File: src/rtl/cache_wb.sv
// cache_wb: direct-mapped write-back/write-allocate cache; hit 1 cycle, clean miss 1+mem+2 cycles.
// Requests held until readyC; memory requests held until pulse; CACHE_FLUSH_EN adds a flush engine.
module cache_wb #(
    parameter int WORD_SIZE   = 16,
    parameter int NUM_SETS    = 4,
    parameter int BLOCK_WORDS = 4
) (
    input  logic                             clk,
    input  logic                             reset,
    input  logic                             readC,
    input  logic                             writeC,
    input  logic [WORD_SIZE-1:0]             address,
    input  logic [WORD_SIZE-1:0]             data_w,
    output logic [WORD_SIZE-1:0]             data_r,
    output logic                             readyC,
    output logic                             readM,
    output logic                             writeM,
    output logic [WORD_SIZE-1:0]             addressM,
    output logic [BLOCK_WORDS*WORD_SIZE-1:0] dataM_out,
    input  logic [BLOCK_WORDS*WORD_SIZE-1:0] dataM_in,
    input  logic                             input_readyM,
    input  logic                             doneM,
    output logic [WORD_SIZE-1:0]             num_cache_access,
    output logic [WORD_SIZE-1:0]             num_cache_miss,
    output logic [WORD_SIZE-1:0]             num_writeback
`ifdef CACHE_FLUSH_EN
    ,
    input  logic                             flush,
    output logic                             flush_done
`endif
);

    localparam int IDX_W = $clog2(NUM_SETS);
    localparam int OFF_W = $clog2(BLOCK_WORDS);
    localparam int TAG_W = WORD_SIZE - IDX_W - OFF_W;
    localparam logic [WORD_SIZE-1:0] CNT_ONE = 1;

    typedef logic [BLOCK_WORDS-1:0][WORD_SIZE-1:0] line_t;

    typedef enum logic [2:0] {
        S_IDLE,
        S_RESP,
        S_WB,
        S_FILL
`ifdef CACHE_FLUSH_EN
        ,
        S_FLUSH
`endif
    } state_t;

    state_t r_state;
    state_t w_next_state;

    logic [NUM_SETS-1:0] r_valid;
    logic [NUM_SETS-1:0] r_dirty;
    logic [TAG_W-1:0]    r_tag  [NUM_SETS];
    line_t               r_data [NUM_SETS];

    logic [WORD_SIZE-1:0]             r_data_r;
    logic                             r_readyC;
    logic                             r_readM;
    logic                             r_writeM;
    logic [WORD_SIZE-1:0]             r_addressM;
    logic [BLOCK_WORDS*WORD_SIZE-1:0] r_dataM_out;
    logic [WORD_SIZE-1:0]             r_num_access;
    logic [WORD_SIZE-1:0]             r_num_miss;
    logic [WORD_SIZE-1:0]             r_num_wb;

    logic [OFF_W-1:0] w_off;
    logic [IDX_W-1:0] w_idx;
    logic [TAG_W-1:0] w_tag;
    logic             w_req;
    logic             w_hit;
    logic             w_victim_dirty;
    logic [IDX_W-1:0] w_wb_idx;

    assign w_off          = address[OFF_W-1:0];
    assign w_idx          = address[OFF_W +: IDX_W];
    assign w_tag          = address[WORD_SIZE-1 -: TAG_W];
    assign w_req          = readC | writeC;
    assign w_hit          = r_valid[w_idx] && (r_tag[w_idx] == w_tag);
    assign w_victim_dirty = r_valid[w_idx] && r_dirty[w_idx];

`ifdef CACHE_FLUSH_EN
    localparam logic [IDX_W-1:0] IDX_LAST = {IDX_W{1'b1}};
    localparam logic [IDX_W-1:0] IDX_ONE  = 1;

    logic             r_flushing;
    logic [IDX_W-1:0] r_fidx;
    logic             r_flush_done;
    logic             w_flush_dirty;

    assign w_flush_dirty = r_valid[r_fidx] && r_dirty[r_fidx];
    // WB is shared: during a flush the victim is the scanned line, not the request's line
    assign w_wb_idx      = r_flushing ? r_fidx : w_idx;
    assign flush_done    = r_flush_done;
`else
    assign w_wb_idx      = w_idx;
`endif

    assign data_r           = r_data_r;
    assign readyC           = r_readyC;
    assign readM            = r_readM;
    assign writeM           = r_writeM;
    assign addressM         = r_addressM;
    assign dataM_out        = r_dataM_out;
    assign num_cache_access = r_num_access;
    assign num_cache_miss   = r_num_miss;
    assign num_writeback    = r_num_wb;

    always_ff @(posedge clk) begin
        if (reset) begin
            r_state <= S_IDLE;
        end else begin
            r_state <= w_next_state;
        end
    end

    always_comb begin
        w_next_state = r_state;
        case (r_state)
            S_IDLE: begin
                if (w_req) begin
                    if (w_hit) begin
                        w_next_state = S_RESP;
                    end else if (w_victim_dirty) begin
                        w_next_state = S_WB;
                    end else begin
                        w_next_state = S_FILL;
                    end
                end
`ifdef CACHE_FLUSH_EN
                else if (flush) begin
                    w_next_state = S_FLUSH;
                end
`endif
            end
            S_RESP: w_next_state = S_IDLE;
            S_WB: begin
                if (doneM) begin
`ifdef CACHE_FLUSH_EN
                    w_next_state = r_flushing ? S_FLUSH : S_FILL;
`else
                    w_next_state = S_FILL;
`endif
                end
            end
            S_FILL: begin
                if (input_readyM) begin
                    w_next_state = S_IDLE;
                end
            end
`ifdef CACHE_FLUSH_EN
            S_FLUSH: begin
                if (w_flush_dirty) begin
                    w_next_state = S_WB;
                end else if (r_fidx == IDX_LAST) begin
                    w_next_state = S_IDLE;
                end
            end
`endif
            default: w_next_state = S_IDLE;
        endcase
    end

    always_ff @(posedge clk) begin
        if (reset) begin
            r_valid      <= '0;
            r_dirty      <= '0;
            for (int i = 0; i < NUM_SETS; i++) begin
                r_tag[i]  <= '0;
                r_data[i] <= '0;
            end
            r_data_r     <= '0;
            r_readyC     <= 1'b0;
            r_readM      <= 1'b0;
            r_writeM     <= 1'b0;
            r_addressM   <= '0;
            r_dataM_out  <= '0;
            r_num_access <= '0;
            r_num_miss   <= '0;
            r_num_wb     <= '0;
`ifdef CACHE_FLUSH_EN
            r_flushing   <= 1'b0;
            r_fidx       <= '0;
            r_flush_done <= 1'b0;
`endif
        end else begin
            r_readyC <= 1'b0;
`ifdef CACHE_FLUSH_EN
            r_flush_done <= 1'b0;
`endif
            case (r_state)
                S_IDLE: begin
                    if (w_req) begin
                        if (w_hit) begin
                            if (readC) begin
                                r_data_r <= r_data[w_idx][w_off];
                            end else begin
                                r_data[w_idx][w_off] <= data_w;
                                r_dirty[w_idx]       <= 1'b1;
                            end
                            r_readyC     <= 1'b1;
                            r_num_access <= r_num_access + CNT_ONE;
                        end else begin
                            r_num_miss <= r_num_miss + CNT_ONE;
                            if (w_victim_dirty) begin
                                r_writeM    <= 1'b1;
                                r_addressM  <= {r_tag[w_idx], w_idx, {OFF_W{1'b0}}};
                                r_dataM_out <= r_data[w_idx];
                            end else begin
                                r_readM    <= 1'b1;
                                r_addressM <= {w_tag, w_idx, {OFF_W{1'b0}}};
                            end
                        end
                    end
`ifdef CACHE_FLUSH_EN
                    else if (flush) begin
                        r_flushing <= 1'b1;
                        r_fidx     <= '0;
                    end
`endif
                end
                S_WB: begin
                    if (doneM) begin
                        r_writeM          <= 1'b0;
                        r_dirty[w_wb_idx] <= 1'b0;
                        r_num_wb          <= r_num_wb + CNT_ONE;
`ifdef CACHE_FLUSH_EN
                        if (!r_flushing) begin
                            r_readM    <= 1'b1;
                            r_addressM <= {w_tag, w_idx, {OFF_W{1'b0}}};
                        end
`else
                        r_readM    <= 1'b1;
                        r_addressM <= {w_tag, w_idx, {OFF_W{1'b0}}};
`endif
                    end
                end
                S_FILL: begin
                    if (input_readyM) begin
                        r_data[w_idx]  <= dataM_in;
                        r_tag[w_idx]   <= w_tag;
                        r_valid[w_idx] <= 1'b1;
                        r_dirty[w_idx] <= 1'b0;
                        r_readM        <= 1'b0;
                    end
                end
`ifdef CACHE_FLUSH_EN
                S_FLUSH: begin
                    // a written-back line comes back here clean, so it advances on the next pass
                    if (w_flush_dirty) begin
                        r_writeM    <= 1'b1;
                        r_addressM  <= {r_tag[r_fidx], r_fidx, {OFF_W{1'b0}}};
                        r_dataM_out <= r_data[r_fidx];
                    end else if (r_fidx == IDX_LAST) begin
                        r_flushing   <= 1'b0;
                        r_flush_done <= 1'b1;
                    end else begin
                        r_fidx <= r_fidx + IDX_ONE;
                    end
                end
`endif
                default: ;
            endcase
        end
    end

endmodule

File: config.mk
export PLATFORM = sky130hd
export DESIGN_NAME = cache_wb
export DESIGN_NICKNAME = d
export VERILOG_FILES = /design/src/rtl/cache_wb.sv
export SDC_FILE = /design/constraint.sdc
export NUM_CORES = 1
export LEC_CHECK = 0
export ABC_AREA = 1
export BUFFER_PORTS_ARGS = -buffer_cell sky130_fd_sc_hd__buf_4
export CAP_MARGIN = 20
export CORE_UTILIZATION = 50
export DETAILED_ROUTE_END_ITERATION = 7
export PLACE_DENSITY_LB_ADDON = 0.3
export SLEW_MARGIN = 20
export SYNTH_ARGS = -nofsm -noshare
export SYNTH_HDL_FRONTEND = slang
export SYNTH_SLANG_ARGS = --single-unit
File: constraint.sdc
create_clock -name clk -period 4.8 [get_ports clk]
set_clock_uncertainty 0.1 [all_clocks]
set_input_delay 0.48 -clock clk [delete_from_list [all_inputs] [get_ports clk]]
set_output_delay 0.48 -clock clk [all_outputs]
set_load 0.02 [all_outputs]
==> metrics.md, run 1 <==
| Metric | Value |
|---|---|
| Post-Route WL | 61,100 um |
| WHS Path Cells | 3 |
| Resize count post-CTS | 0 |
| Sw Pwr | ~2.3 mW |
| Peak VDD IR | 0.228 mV |
| DRT Pass-1 Iters | 5 |
| RSZ-0062 raised after global routing | no |
| Pint | 6.77 mW |
| Leak pwr | 10.3 nW |
| FF+latch count, synth | 459 |
| Max-slew violations | 0 |
| Detailed-route via count | 17,076 |
| Synth Flop Type | edfxtp_1 |
| Crit path time final | 3.35 ns |
| Area Growth Syn to Fin | 17.4% |
| GR Overflow Total | 0 |
| CP Max Fanout | 28 |
| Post-synth design cell area | 20,500 um^2 |
| Setup slack after layout | ~1.4 ns |
| Ys async rst share | 0% |
| Comb power frac | a little under an eighth |
| Pre-CTS worst setup slack | between 0.8 and 0.9 ns |
| CTS sink count | 459 |
| Crit path capture type | flip-flop |
| Global-route wire length before repair | 92,800 um |
| Sequential share of power | roughly half |
| Mapped Cells | approximately 2,300 |
| WS Path Type | in -> reg |
| CTS max path bufs | 3 |
| Initial antenna violation count | 0 |
| Post-synthesis average cell area | 8.99 um^2 |
| Post-synth top cells | nand2_1, nor2_1, edfxtp_1 |
| Vias in the first global route | about 16,000 |
| Critical path data arrival time | around 3.5 ns |
| Slew headroom | 41.5% |
| Remaining DRCs | 0 |
| CTS tree | done |
| Antenna-violating nets left | 0 |
| Peak Freq | slightly below 300 MHz |
| Gpl congestion | roughly 0.93 |
| Sw Ratio | 25.8% |
| Site row count | 73 |
| Nets | 2,576 |
| Vias per std cell | roughly 5.6 |
| Pin count of the biggest net entering global routing | 74 |
| Initial Utilization | 51.1% |
| Yosys top cell area share | 44.6% |
| R2R depth | 7 |
| Min-Delay Path Class | in -> reg |
| Synth warn | 0 |
| Routed len/inst | 20.1 um |
| Worst Path Required | 4.91 ns |
| Final Cycle Share | 69.8% |
| Seq/Total Area, Yosys | 59.8% |
| Core area | about 40,000 um^2 |
| Diode count | 0 |
| CTS Hold Bufs | 0 |
| CTS Buf Count | 46 |
| Dominant cell type by area after synthesis | edfxtp_1 |
| PortBufs | 246 |
| Post-CTS Setup Repair Bufs | 0 |
| Post-synth EDFFs | around 300 |
| Fill cells | roughly 3,400 |
| Setup_tns | 0 ns |
| Actual slew at the worst max-slew pin | 0.878 ns |
| Synth cell types | 42 |
| Power Dens Cells | between 300 and 400 nW/um^2 |
| Status | completed |
| H-tree depth | 2 |
| Worst-Skew Late Latency | a little under 0.6 ns |
| Share of layout cells above drive strength 1 | 14.5% |
| # setup viols final | 0 |
| Initial DRC count | 1,741 |
| Final Hold Vio Count | 0 |
| Clk pwr share | 39.8% |
| HPWL Detailed | 44,300 um |
| CTS Root Cell | clkbuf_16 |
| Total GRT Usage | ~30% |
| Dominant cells by area after synthesis | edfxtp_1, dfxtp_1, nand2_1 |
| Max-Cap Viols | 0 |
| Die extent in y | 204 um |
| Die Area | approximately 42,000 um^2 |
| Die width | 204 um |
| CP Launch Type | input pin |
| IO Pins | 249 |
| Top-count cell post-synth | nand2_1 |
| Clk slew on worst S/H paths | about 0.060 ns |
-- stage by stage --
stage                     std cells  hold WS (ns)  power [mW]  cell area [um^2]  utilization (%)
after floorplan                2276         0.327        5.14             20500                -
after global placement         2948         0.345        5.54             22500             56.3
after detailed placement       2948         0.351        5.56             22500             56.3
after CTS                      3033        0.0982        9.14             24000             60.0
after global routing           3033         0.106        9.41             24000             60.0
final                          3033         0.120        9.11             24000             60.0
-- cells by family (layout without fill, tap and decap cells) --
group	after synthesis	in the layout	synth area share (%)
and+or+nand+nor	1165	1165	22.9
DFF	459	459	59.8
AOI/OAI and AO/OA	343	343	10.4
buffers and inverters	293	525	6.26
xor gates and xnor gates	11	11	0.471
adders and majority gates	3	3	0.183
other	1	2	0.0183
-- metal layers --
layer	GRT usage (%)	routed length [um]	part of all wire [%]
met1	39.9	24800	41
met2	46.5	28100	46
met3	5.82	6100	10
met4	11.1	2080	3.4
met5	0	0	0
-- worst paths after layout --
check             startpoint  slack [ns]                to
setup / recovery  address[2]        1.45     r_data[1][61]
hold reg to reg   r_valid[0]        0.36        r_valid[0]
setup reg to reg  r_state[0]        1.45     r_data[1][61]
hold / removal         doneM        0.12  num_writeback[2]
-- worst max-delay path, cell delays in order --
cell and delay [ns]:
buf_4 0.30, inv_4 0.20, nand2_1 0.11, nand2_1 0.06, nand2_1 0.08, nand2_1 0.08, nand2_1 0.13, nand2_1 0.06
inv_1 0.05, nand3_1 0.09, nor2_2 0.16, nand4_2 0.28, o21ai_2 0.40, nand2_2 0.31, nand2_1 0.65
-- cell type report --
type | count | area, um^2 | share of cell area [%]
clock inverter | 25 | 292 | 1.21
inverter | 176 | 663 | 2.76
tap | 525 | 657 | 2.73
multi-input combinational | 1524 | 6980 | 29.1
clock buffer | 60 | 1210 | 5.05
timing repair buffer | 264 | 1980 | 8.25
sequential | 459 | 12200 | 50.9
-- power groups by stage --
stage	sequential [mW]	clock [mW]	combinational [mW]
3_3_place_gp	4.52	0	1.02
2_1_floorplan	4.57	0	0.569
6_report	4.45	3.62	1.04
5_1_grt	4.46	3.81	1.14
3_5_place_dp	4.53	0	1.03
4_1_cts	4.45	3.66	1.03
-- cells in the final DEF (no fill, tap or decap), types with 46 or more instances in the layout --
cell         n
dfxtp_1    155
clkbuf_16   46
a22oi_1     97
inv_1      167
nand3_1    137
nor2_1     404
buf_4      264
nand2_1    560
o21ai_0     81
a21oi_1    112
edfxtp_1   304
-- flip-flops by register name, indices dropped and copies added, names as in the netlist, named ones only --
name              flops
r_state               2
addressM             14
num_writeback        16
dataM_out            64
num_cache_miss       16
writeM                1
num_cache_access     16
readyC                1
data_r               16
r_valid               4
r_tag                48
r_data              256
readM                 1
No activity file was read; power rests on OpenSTA's default activity.
==> run 2: changes to the inputs <==
Clock period 4.8 ns to 3.2 ns, I/O delays scaled along.
==> run 2 against run 1 <==
Compared with the run above: worst setup slack got worse by 1.0 ns; first-iteration DRC count increased by 18%; critical endpoint is now r_data[3][11]; critical path depth decreased by 7; largest power group unchanged; power increased by 52%.
==> metrics.md, run 2 (synthesized netlist as in run 1, its figures left out) <==
| Metric | Value |
|---|---|
| Status | completed |
| IO Pins | between 200 and 250 |
| Worst Path Required | 3.37 ns |
| Power Dens Cells | 560 nW/um^2 |
| CTS tree | done |
| Worst Setup EP | r_data[3][11] |
| Vias per std cell | 5.58 |
| Pre-CTS worst setup slack | 0.106 ns |
| Final Hold Vio Count | 0 |
| Die Area | 41,700 um^2 |
| Layer with the highest usage | met2 |
| Min-Delay Path Class | in -> reg |
| Nets | 2,634 |
| Final Cycle Share | 86.2% |
| Remaining DRCs | 0 |
| Total GRT Usage | 29.2% |
| CP Launch Type | flip-flop |
| Detailed-route via count | approximately 17,000 |
| Register-to-register setup slack | 0.44 ns |
| Multi-input logic area | 6980 um^2 |
| Resize count post-CTS | 0 |
| Antenna-violating nets left | 0 |
| Global-route wire length before repair | 92,100 um |
| Critical path data arrival time | 2.93 ns |
| DRT Pass-1 Iters | 5 |
| R2R depth | 8 |
| Setup slack after layout | between 0.4 and 0.5 ns |
| WS Path Type | reg -> reg |
| Slew headroom | about 46% |
| Reg area | 12,200 um^2 |
| Initial DRC count | 2,051 |
| Vias in the first global route | 16,145 |
| Reg-to-reg critical path startpoint | r_state[0] |
| Clk slew on worst S/H paths | 0.06 ns |
| Sw Ratio | 25.8% |
| CTS Buf Count | 47 |
| Crit path capture type | flip-flop |
| Critical Path Start | r_state[0] |
| Max-Cap Viols | 0 |
| Largest Register | r_data |
| Setup_tns | 0 ns |
| Post-CTS Setup Repair Bufs | 0 |
| Die extent in y | 204 um |
| Initial antenna violation count | 0 |
| Peak VDD IR | roughly 0.39 mV |
| CP Max Fanout | 16 |
| Global-route met2 utilization | 46.5% |
| GR Util met1 | 39.7% |
| RSZ-0062 raised after global routing | no |
| Fill cells | 3,340 |
| Worst-Skew Late Latency | around 0.6 ns |
| # setup viols final | 0 |
| Gpl congestion | 0.927 |
| Routed len/inst | 19.8 um |
| Leak pwr | between 10 and 15 nW |
| CTS Root Cell | clkbuf_16 |
| Max FFs per register | 256 |
| Peak Freq | 362 MHz |
| Reg2reg end | r_data[3][11] |
| H-tree depth | 2 |
| Die width | around 200 um |
| Commonest non-fill, non-tap cell in the layout | nand2_1 |
| Pint | just over 10 mW |
| Max-slew violations | 0 |
| Initial Utilization | 51.1% |
| Core area | 40,000 um^2 |
| Post-Route WL | 61,100 um |
| Area Growth Syn to Fin | 20.8% |
| CTS max path bufs | 3 |
| Site row count | 73 |
| HPWL Detailed | roughly 44,000 um |
| Most frequent cells in the layout | nand2_1, nor2_1, edfxtp_1, buf_4, inv_1 |
| GR Util met3 | 4.99% |
| PortBufs | 246 |
| Sw Pwr | ~3.6 mW |
| Clk pwr share | 39.9% |
| GR Overflow Total | 0 |
| Sequential share of power | 48.2% |
| Share of layout cells above drive strength 1 | 16.6% |
| Comb power frac | 11.9% |
| Crit path time final | 2.76 ns |
| WHS | roughly 0.013 ns |
| Pin count of the biggest net entering global routing | 76 |
| CTS sink count | 459 |
| Diode count | 0 |
| Actual slew at the worst max-slew pin | 0.802 ns |
-- run 2: cell count changes in the layout (fill, tap and decap cells not counted) --
cell / change
buf_4: +39
buf_12: +17
clkbuf_1: -8
clkbuf_8: +5
clkinv_2: +3
bufinv_16: -2
clkbuf_16: +2
clkinvlp_4: -2
clkinv_1: +1
dlygate4sd3_1: +1
inv_8: +1
-- run 2: routing by layer --
layer  share of wire (%)  vias up
met4                 3.8        0
li1                    -     8123
met1                  41     8098
met3                 9.0      129
met2                  46      883
met5                   0        -
-- run 2: critical path, stage by stage, from the launching register on --
cell and delay [ns]:
dfxtp_1 0.36, nor2_1 0.42, inv_1 0.12, nor2_1 0.29, nand4_2 0.30, o21ai_2 0.35
nor2_1 0.07, a21oi_1 0.14, buf_4 0.27
-- run 2: power by group through the flow --
| stage | clock, mW | sequential [mW] | combinational (mW) |
|---|---|---|---|
| detailed placement | 0 | 6.79 | 1.63 |
| floorplan | 0 | 6.85 | 0.853 |
| global placement | 0 | 6.78 | 1.61 |
| finish | 5.51 | 6.67 | 1.65 |
| CTS | 5.55 | 6.67 | 1.64 |
| global route | 5.79 | 6.69 | 1.79 |
-- run 2: final cells by class --
type,instances,area share [%]
Sequential cell,459,49.5
Multi-Input combinational cell,1524,28.3
Timing Repair Buffer,321,10.6
Clock buffer,59,5.27
Inverter,176,2.68
Tap cell,525,2.66
Clock inverter,26,0.998
-- run 2: what timing repair did --
action / CTS / global route
hold buffers: 1 / 0
setup endpoints to repair: 0 / 0
hold endpoints to repair: 2 / 0
-- run 2: per-stage QoR --
stage	cell area, um^2	power, mW	cells	util (%)
floorplan	20500	7.71	2276	-
global placement	23100	8.39	3004	57.9
detailed placement	23200	8.42	3004	57.9
CTS	24700	13.9	3090	61.8
global route	24700	14.3	3090	61.8
finish	24700	13.8	3090	61.8
-- run 2: how the worst min path moves through the flow --
stage                     from                  end  slack [ns]  cells after the start
detailed placement  r_valid[3]           r_valid[3]        0.35                      2
finish                   reset  num_cache_access[4]        0.01                      2
global placement    r_valid[3]           r_valid[3]        0.34                      2
global route             reset    num_cache_miss[0]        0.03                      2
CTS                 address[9]          addressM[9]       0.002                      5
floorplan                reset               readyC        0.30                      1
